`src/rtl/mem_wb_stage_if.sv`:
```
// Request/ready data-memory port driven by the M stage of the pipeline.
// The stage is the master; the memory answers with dmem_ready and dmem_rdata.
interface mem_wb_stage_if #(
   parameter int XLEN = 32
);
   localparam int NB = XLEN / 8;

   logic            dmem_req;
   logic            dmem_we;
   logic [XLEN-1:0] dmem_addr;
   logic [NB-1:0]   dmem_be;
   logic [XLEN-1:0] dmem_wdata;
   logic            dmem_ready;
   logic [XLEN-1:0] dmem_rdata;

   modport master (
      output dmem_req, dmem_we, dmem_addr, dmem_be, dmem_wdata,
      input  dmem_ready, dmem_rdata
   );

   modport slave (
      input  dmem_req, dmem_we, dmem_addr, dmem_be, dmem_wdata,
      output dmem_ready, dmem_rdata
   );
endinterface

```
`src/rtl/mem_wb_stage.sv`:
```
// Memory-access stage and M/W pipeline register: sized loads/stores over a
// request/ready port, pipeline stall during wait states, fault flagging.
module mem_wb_stage #(
   parameter int XLEN = 32,
   parameter int RA_W = 5
) (
   input  logic            clk,
   input  logic            rst_n,
   input  logic            validM,
   input  logic            regwriteM,
   input  logic            memreadM,
   input  logic            memwriteM,
   input  logic [2:0]      funct3M,
   input  logic [1:0]      wbselM,
   input  logic [RA_W-1:0] rdM,
   input  logic [XLEN-1:0] data_writeM,
   input  logic [XLEN-1:0] ALUresM,
   input  logic [XLEN-1:0] pc4M,
   mem_wb_stage_if.master  dmem,
   output logic            stallM,
   output logic            validW,
   output logic            regwriteW,
   output logic [1:0]      wbselW,
   output logic [RA_W-1:0] rdW,
   output logic [XLEN-1:0] ALUresW,
   output logic [XLEN-1:0] data_readW,
   output logic [XLEN-1:0] pc4W,
   output logic            excW,
   output logic [XLEN-1:0] excaddrW
);
   localparam int NB    = XLEN / 8;
   localparam int OFF_W = $clog2(NB);

   typedef enum logic [0:0] {IDLE = 1'b0, WAIT = 1'b1} state_t;

   state_t           state_r;
   logic             memop_s;
   logic             illegal_s;
   logic             misaligned_s;
   logic             exc_s;
   logic             legal_s;
   logic             req_s;
   logic [OFF_W-1:0] off_s;
   logic [OFF_W-1:0] align_mask_s;

   function automatic logic [NB-1:0] lane_mask(input logic [1:0] size, input logic [OFF_W-1:0] off);
      logic [NB-1:0] m;
      int            sb;
      sb = 32'sd1 << size;
      for (int i = 0; i < NB; i++) begin
         m[i] = (i >= int'(off)) && (i < int'(off) + sb);
      end
      return m;
   endfunction

   function automatic logic [XLEN-1:0] replicate(input logic [1:0] size, input logic [XLEN-1:0] d);
      logic [XLEN-1:0] r;
      int              sb;
      sb = 32'sd1 << size;
      for (int i = 0; i < NB; i++) begin
         r[i*8 +: 8] = d[(i % sb)*8 +: 8];
      end
      return r;
   endfunction

   // Narrow loads wider than the datapath (illegal) are clamped so indexing stays in range.
   function automatic logic [XLEN-1:0] load_extend(input logic [2:0] f3, input logic [OFF_W-1:0] off,
                                                   input logic [XLEN-1:0] raw);
      logic [XLEN-1:0] sh;
      logic [XLEN-1:0] r;
      logic            fill;
      int              nbits;
      sh    = raw >> {off, 3'b000};
      nbits = ((32'sd8 << f3[1:0]) > XLEN) ? XLEN : (32'sd8 << f3[1:0]);
      fill  = f3[2] ? 1'b0 : sh[nbits-1];
      for (int i = 0; i < XLEN; i++) begin
         r[i] = (i < nbits) ? sh[i] : fill;
      end
      return r;
   endfunction

   assign off_s        = ALUresM[OFF_W-1:0];
   assign memop_s      = validM & (memreadM | memwriteM);
   assign align_mask_s = OFF_W'((32'd1 << funct3M[1:0]) - 32'd1);
   assign misaligned_s = |(off_s & align_mask_s);
   assign exc_s        = memop_s & (illegal_s | misaligned_s);
   assign legal_s      = memop_s & ~exc_s;

   // Decode funct3 encodings that have no meaning for this datapath width.
   always_comb begin
      illegal_s = 1'b0;
      if (XLEN == 32) begin
         case (funct3M)
            3'b011, 3'b110, 3'b111: illegal_s = 1'b1;
            3'b100, 3'b101:         illegal_s = memwriteM;
            default:                illegal_s = 1'b0;
         endcase
      end else begin
         case (funct3M)
            3'b111:                 illegal_s = 1'b1;
            3'b100, 3'b101, 3'b110: illegal_s = memwriteM;
            default:                illegal_s = 1'b0;
         endcase
      end
   end

   // Request is held through WAIT from the stable M inputs; stall never looks at read data.
   assign req_s           = legal_s | (state_r == WAIT);
   assign stallM          = req_s & ~dmem.dmem_ready;
   assign dmem.dmem_req   = req_s;
   assign dmem.dmem_we    = req_s & memwriteM;
   assign dmem.dmem_addr  = {ALUresM[XLEN-1:OFF_W], {OFF_W{1'b0}}};
   assign dmem.dmem_be    = req_s ? lane_mask(funct3M[1:0], off_s) : {NB{1'b0}};
   assign dmem.dmem_wdata = replicate(funct3M[1:0], data_writeM);

   // Access state: leave IDLE only when a legal request meets a wait state.
   always_ff @(posedge clk or negedge rst_n) begin
      if (!rst_n) begin
         state_r <= IDLE;
      end else begin
         case (state_r)
            IDLE:    state_r <= (legal_s && !dmem.dmem_ready) ? WAIT : IDLE;
            WAIT:    state_r <= dmem.dmem_ready ? IDLE : WAIT;
            default: state_r <= IDLE;
         endcase
      end
   end

   // M/W register: bubble on stalled edges, otherwise capture the M-stage result.
   always_ff @(posedge clk or negedge rst_n) begin
      if (!rst_n) begin
         validW     <= 1'b0;
         regwriteW  <= 1'b0;
         excW       <= 1'b0;
         wbselW     <= 2'b00;
         rdW        <= {RA_W{1'b0}};
         ALUresW    <= {XLEN{1'b0}};
         data_readW <= {XLEN{1'b0}};
         pc4W       <= {XLEN{1'b0}};
         excaddrW   <= {XLEN{1'b0}};
      end else if (stallM) begin
         validW    <= 1'b0;
         regwriteW <= 1'b0;
         excW      <= 1'b0;
      end else begin
         validW     <= validM;
         regwriteW  <= regwriteM & validM & ~exc_s;
         excW       <= exc_s;
         wbselW     <= wbselM;
         rdW        <= rdM;
         ALUresW    <= ALUresM;
         data_readW <= load_extend(funct3M, off_s, dmem.dmem_rdata);
         pc4W       <= pc4M;
         excaddrW   <= ALUresM;
      end
   end
endmodule

```
`src/flat_wrapper.sv`:
```
// flat-port wrapper written by rule: the top's interface ports become plain ports
module mem_wb_stage_flat 
#(
   parameter int XLEN = 32,
   parameter int RA_W = 5
)
  (clk, rst_n, validM, regwriteM, memreadM, memwriteM, funct3M, wbselM, rdM, data_writeM, ALUresM, pc4M, stallM, validW, regwriteW, wbselW, rdW, ALUresW, data_readW, pc4W, excW, excaddrW, dmem_dmem_req, dmem_dmem_we, dmem_dmem_addr, dmem_dmem_be, dmem_dmem_wdata, dmem_dmem_ready, dmem_dmem_rdata);
  mem_wb_stage_if #(.XLEN(XLEN)) dmem_i ();
  input  logic clk;
  input  logic rst_n;
  input  logic validM;
  input  logic regwriteM;
  input  logic memreadM;
  input  logic memwriteM;
  input  logic [2:0] funct3M;
  input  logic [1:0] wbselM;
  input  logic [RA_W-1:0] rdM;
  input  logic [XLEN-1:0] data_writeM;
  input  logic [XLEN-1:0] ALUresM;
  input  logic [XLEN-1:0] pc4M;
  output logic stallM;
  output logic validW;
  output logic regwriteW;
  output logic [1:0] wbselW;
  output logic [RA_W-1:0] rdW;
  output logic [XLEN-1:0] ALUresW;
  output logic [XLEN-1:0] data_readW;
  output logic [XLEN-1:0] pc4W;
  output logic excW;
  output logic [XLEN-1:0] excaddrW;
  output wire logic [$bits(dmem_i.dmem_req)-1:0] dmem_dmem_req;
  output wire logic [$bits(dmem_i.dmem_we)-1:0] dmem_dmem_we;
  output wire logic [$bits(dmem_i.dmem_addr)-1:0] dmem_dmem_addr;
  output wire logic [$bits(dmem_i.dmem_be)-1:0] dmem_dmem_be;
  output wire logic [$bits(dmem_i.dmem_wdata)-1:0] dmem_dmem_wdata;
  input wire logic [$bits(dmem_i.dmem_ready)-1:0] dmem_dmem_ready;
  input wire logic [$bits(dmem_i.dmem_rdata)-1:0] dmem_dmem_rdata;
  assign dmem_dmem_req = dmem_i.dmem_req;
  assign dmem_dmem_we = dmem_i.dmem_we;
  assign dmem_dmem_addr = dmem_i.dmem_addr;
  assign dmem_dmem_be = dmem_i.dmem_be;
  assign dmem_dmem_wdata = dmem_i.dmem_wdata;
  assign dmem_i.dmem_ready = dmem_dmem_ready;
  assign dmem_i.dmem_rdata = dmem_dmem_rdata;
  mem_wb_stage #(.XLEN(XLEN), .RA_W(RA_W)) u_core (.clk(clk), .rst_n(rst_n), .validM(validM), .regwriteM(regwriteM), .memreadM(memreadM), .memwriteM(memwriteM), .funct3M(funct3M), .wbselM(wbselM), .rdM(rdM), .data_writeM(data_writeM), .ALUresM(ALUresM), .pc4M(pc4M), .dmem(dmem_i), .stallM(stallM), .validW(validW), .regwriteW(regwriteW), .wbselW(wbselW), .rdW(rdW), .ALUresW(ALUresW), .data_readW(data_readW), .pc4W(pc4W), .excW(excW), .excaddrW(excaddrW));
endmodule
```
`config.mk`:
```
export PLATFORM = sky130hd
export DESIGN_NAME = mem_wb_stage_flat
export DESIGN_NICKNAME = d
export VERILOG_FILES = /design/src/rtl/mem_wb_stage_if.sv /design/src/rtl/mem_wb_stage.sv /design/src/flat_wrapper.sv
export SDC_FILE = /design/constraint.sdc
export NUM_CORES = 1
export LEC_CHECK = 0
export ABC_CLOCK_PERIOD_IN_PS = 5500
export CORE_ASPECT_RATIO = 0.7
export CORE_MARGIN = 2
export CORE_UTILIZATION = 40
export DETAILED_ROUTE_END_ITERATION = 10
export DONT_BUFFER_PORTS = 1
export PLACE_DENSITY = 0.54
export SETUP_SLACK_MARGIN = 0.1
export SYNTH_ARGS = -nofsm -noshare
export SYNTH_HDL_FRONTEND = slang
export SYNTH_SLANG_ARGS = --single-unit
```
`constraint.sdc`:
```
create_clock -name clk -period 5.5 [get_ports clk]
set_clock_uncertainty 0.15 [all_clocks]
set_input_delay 1.1 -clock clk [delete_from_list [all_inputs] [get_ports clk]]
set_output_delay 1.1 -clock clk [all_outputs]
set_load 0.01 [all_outputs]
```
==> results by group <==
Worst setup path
  • Worst Setup EP: dmem_dmem_wdata[7]
  • Family with the most delay on the worst path: compound AO/OA/AOI/OAI gates
  • CP required: 4.25 ns
  • R2r setup slk: 2.81 ns
  • Reg2reg path depth: 5
  • Worst path buffer plus inverter count: 3
  • Crit path launch type: primary input
  • Crit-path max FO: 7
  • Critical path class: primary input to output port
  • Crit path depth: 12
  • Worst setup startpoint: funct3M[0]
  • Critical Path End Type: output port
  • R2r startpoint: u_core.state_r
  • FF-to-FF End: u_core.data_readW[16]
  • Arr. time, crit path: 3.90 ns
  • Crit path cell chain: inv_1, ha_1, inv_2, ha_1, o31a_1, o31ai_4, nand3_1, a311o_1, o221ai_4, buf_4, mux2i_1, o22ai_1
  • Slowest-stage cell, CP: a311o_1
  • Critical Path Max Stage Delay: 0.43 ns
  • Cell mode on critical path: ha_1

Placement
  • Routability cong.: 0.824
  • PortBufs: 0
  • Hpwl dp: 14.1 mm

GRT
  • Total grt overflow: 0
  • All-Layer GR Usage: 20.8%
  • Number of global-route vias before repair: 4741
  • Largest net degree at the start of global routing: 111
  • Antenna violations before repair: 0
  • First-pass GRT wire length: 27.9 mm

Power and ir drop
  • PwrDens: 299 nW/um^2
  • Internal power: 1.37 mW
  • Final Power: 1.98 mW
  • Switching Fraction: 30.6%
  • Reg power frac: 50.2%
  • Clock power share: 32.7%
  • Gate power share: 17.1%
  • Worst VDD drop: 0.000158 V
  • LEAKAGE: 3.12 nW
  • Psw: 0.606 mW

Yosys
  • Most frequent cell after synthesis: nand2_1
  • Yosys Warn Count: 0
  • Post-synthesis sequential area ratio: 40.7%
  • Gate Count Post-Synth: 748
  • Top post-synthesis cells by area: dfrtp_1 (41%), nand2_1 (13%), buf_4 (7.4%), mux2i_1 (6.2%), mux4_2 (5.5%)
  • Synth async-reset ratio: 100%
  • Synth Register Bits: 107
  • Top-area cell type share of the netlist area: 40.7%
  • EDFF count, synth: 0
  • Post-synthesis cell area: 6570 um^2
  • Area leader, netlist: dfrtp_1
  • Mean Syn Cell Area: 8.79 um^2
  • Synth top cells by count: nand2_1 (235), dfrtp_1 (107), buf_4 (65), mux2i_1 (41), a21oi_1 (36)
  • Post-synth cell types: 54
  • Ys flop type: dfrtp_1

Routing
  • WL/cell: 20.8 um
  • Starting DRC count in detailed routing: 325
  • Drt pass-1 iters: 5
  • DRT antenna net count: 0
  • Vias per inst: 5.54
  • Vias: 4984
  • Aggregate routed wire length: 18.7 mm
  • Drc violations: 0

Timing
  • Slew Viols, Final: 0
  • Final setup vio count: 0
  • Final hold violations: 0
  • Setup TNS: 0 ns
  • Final min period: 5.15 ns
  • Tcrit/Tclk final: 93.6%
  • Slew @ Worst Pin: 1.10 ns
  • Max Clk Rate: 194 MHz
  • RSZ-0062 raised after global routing: no
  • Slew headroom: 26.8%

Layout
  • Final Util: 40.9%
  • Nets: 833
  • ANT cells: 0
  • Layout area overhead: 0.895%
  • Layout cells sized above 1: 8.30%

Floorplanning
  • Core region area: 16200 um^2
  • Die W: 157 um
  • Starting Density: 40.6%
  • Boundary pin count: 354
  • Chip Height: 111 um
  • Die area: 17500 um^2
  • Num rows: 39

Status
  • Status: finished clean

CTS
  • CTS buffer count: 9
  • CTS clk-pin slew, worst paths: 0.07 ns
  • CTS tree: yes
  • CTS max path bufs: 2
  • Clk Latency, worst-skew pair: 0.34 ns
  • CTS Sinks: 107
  • Root Buffer: clkbuf_16
  • CTS H-tree lvls: 3
  • Hold-fix buffers at CTS: 0

Run
  • Max_cap viols: 0

Hold path
  • Min-delay worst type: primary input to async pin
## worst min-delay path by stage
stage                          from                   end  depth (start not counted)
2_1_floorplan  u_core.data_readW[1]  u_core.data_readW[1]                          2
5_1_grt                       rst_n     u_core.ALUresW[8]                          0
4_1_cts                       rst_n    u_core.ALUresW[14]                          0
6_report                      rst_n    u_core.ALUresW[14]                          0
3_3_place_gp        u_core.pc4W[26]       u_core.pc4W[26]                          2
3_5_place_dp         u_core.pc4W[8]        u_core.pc4W[8]                          2
## cell families (layout without fill, tap and decap cells)
group	Yosys count	count (layout)	share of synthesized area, %
buf+inv	114	40	10.6
compound gates	127	127	12.6
simple gates	323	323	20.6
mux	59	59	12.1
fa+ha+maj	17	17	3.35
flops	107	107	40.7
other cells	1	2	0.0570
## area by class of cell
cell class | count | area [um^2]
Fill cell | 1619 | 9570
Multi-Input combinational cell | 528 | 3210
Sequential cell | 107 | 2680
Tap cell | 225 | 282
Clock buffer | 12 | 246
Timing Repair Buffer | 16 | 133
Clock inverter | 3 | 46.3
Inverter | 9 | 35.0
## per-layer routing
metal	part of all wire [%]	routed length, um	track usage [%]
met1	38	7200	24.4
met2	49	9080	34.1
met3	12	2230	9.97
met4	1.0	191	5.58
met5	0	0	0
## cell usage in the layout (no fill, tap or decap), types with 2 or more instances in the layout
| cell | n |
|---|---|
| nor2_1 | 32 |
| a31oi_1 | 3 |
| or3_1 | 3 |
| buf_4 | 15 |
| o31a_1 | 2 |
| a22o_1 | 7 |
| o21ai_1 | 18 |
| clkbuf_16 | 9 |
| inv_1 | 7 |
| dfrtp_1 | 107 |
| o22a_1 | 8 |
| nand2_1 | 235 |
| o211ai_1 | 2 |
| clkbuf_1 | 2 |
| a21oi_1 | 36 |
| nor2b_1 | 28 |
| mux2i_1 | 41 |
| a211oi_1 | 10 |
| or2_2 | 3 |
| nand3_1 | 3 |
| ha_1 | 16 |
| nor3_1 | 7 |
| and2_1 | 2 |
| mux2_1 | 2 |
| o22ai_1 | 9 |
| o21a_1 | 3 |
| conb_1 | 2 |
| mux4_2 | 16 |
| nand2b_1 | 3 |
| o21ai_0 | 15 |
## state kept, by name (all words and copies together) (netlist names)
name / flops
u_core.pc4W: 32
u_core.regwriteW: 1
u_core.wbselW: 2
u_core.validW: 1
u_core.ALUresW: 32
u_core.rdW: 5
u_core.excW: 1
u_core.state_r: 1
u_core.data_readW: 32
## what timing repair did
item	4_1_cts	5_1_grt
endpoints found under the setup margin	0	6
setup buffers	0	1
gates resized for setup	0	1
## metrics by stage
stage | hold WS (ns) | cells | setup WS [ns] | area [um^2]
2_1_floorplan | 0.357 | 749 | 0.118 | 6600
3_3_place_gp | 0.376 | 884 | 0.365 | 6330
3_5_place_dp | 0.378 | 884 | 0.262 | 6330
4_1_cts | 0.276 | 899 | 0.259 | 6620
5_1_grt | 0.268 | 900 | 0.210 | 6630
6_report | 0.292 | 900 | 0.354 | 6630
## power by group through the flow
| stage | Combinational [mW] | Clock [mW] | Sequential [mW] |
|---|---|---|---|
| after floorplan | 0.345 | 0 | 0.962 |
| after global placement | 0.331 | 0 | 1.01 |
| after detailed placement | 0.338 | 0 | 1.01 |
| after CTS | 0.339 | 0.670 | 0.997 |
| after global routing | 0.378 | 0.701 | 1.01 |
| final | 0.339 | 0.647 | 0.994 |
No activity file was read; power rests on OpenSTA's default activity.
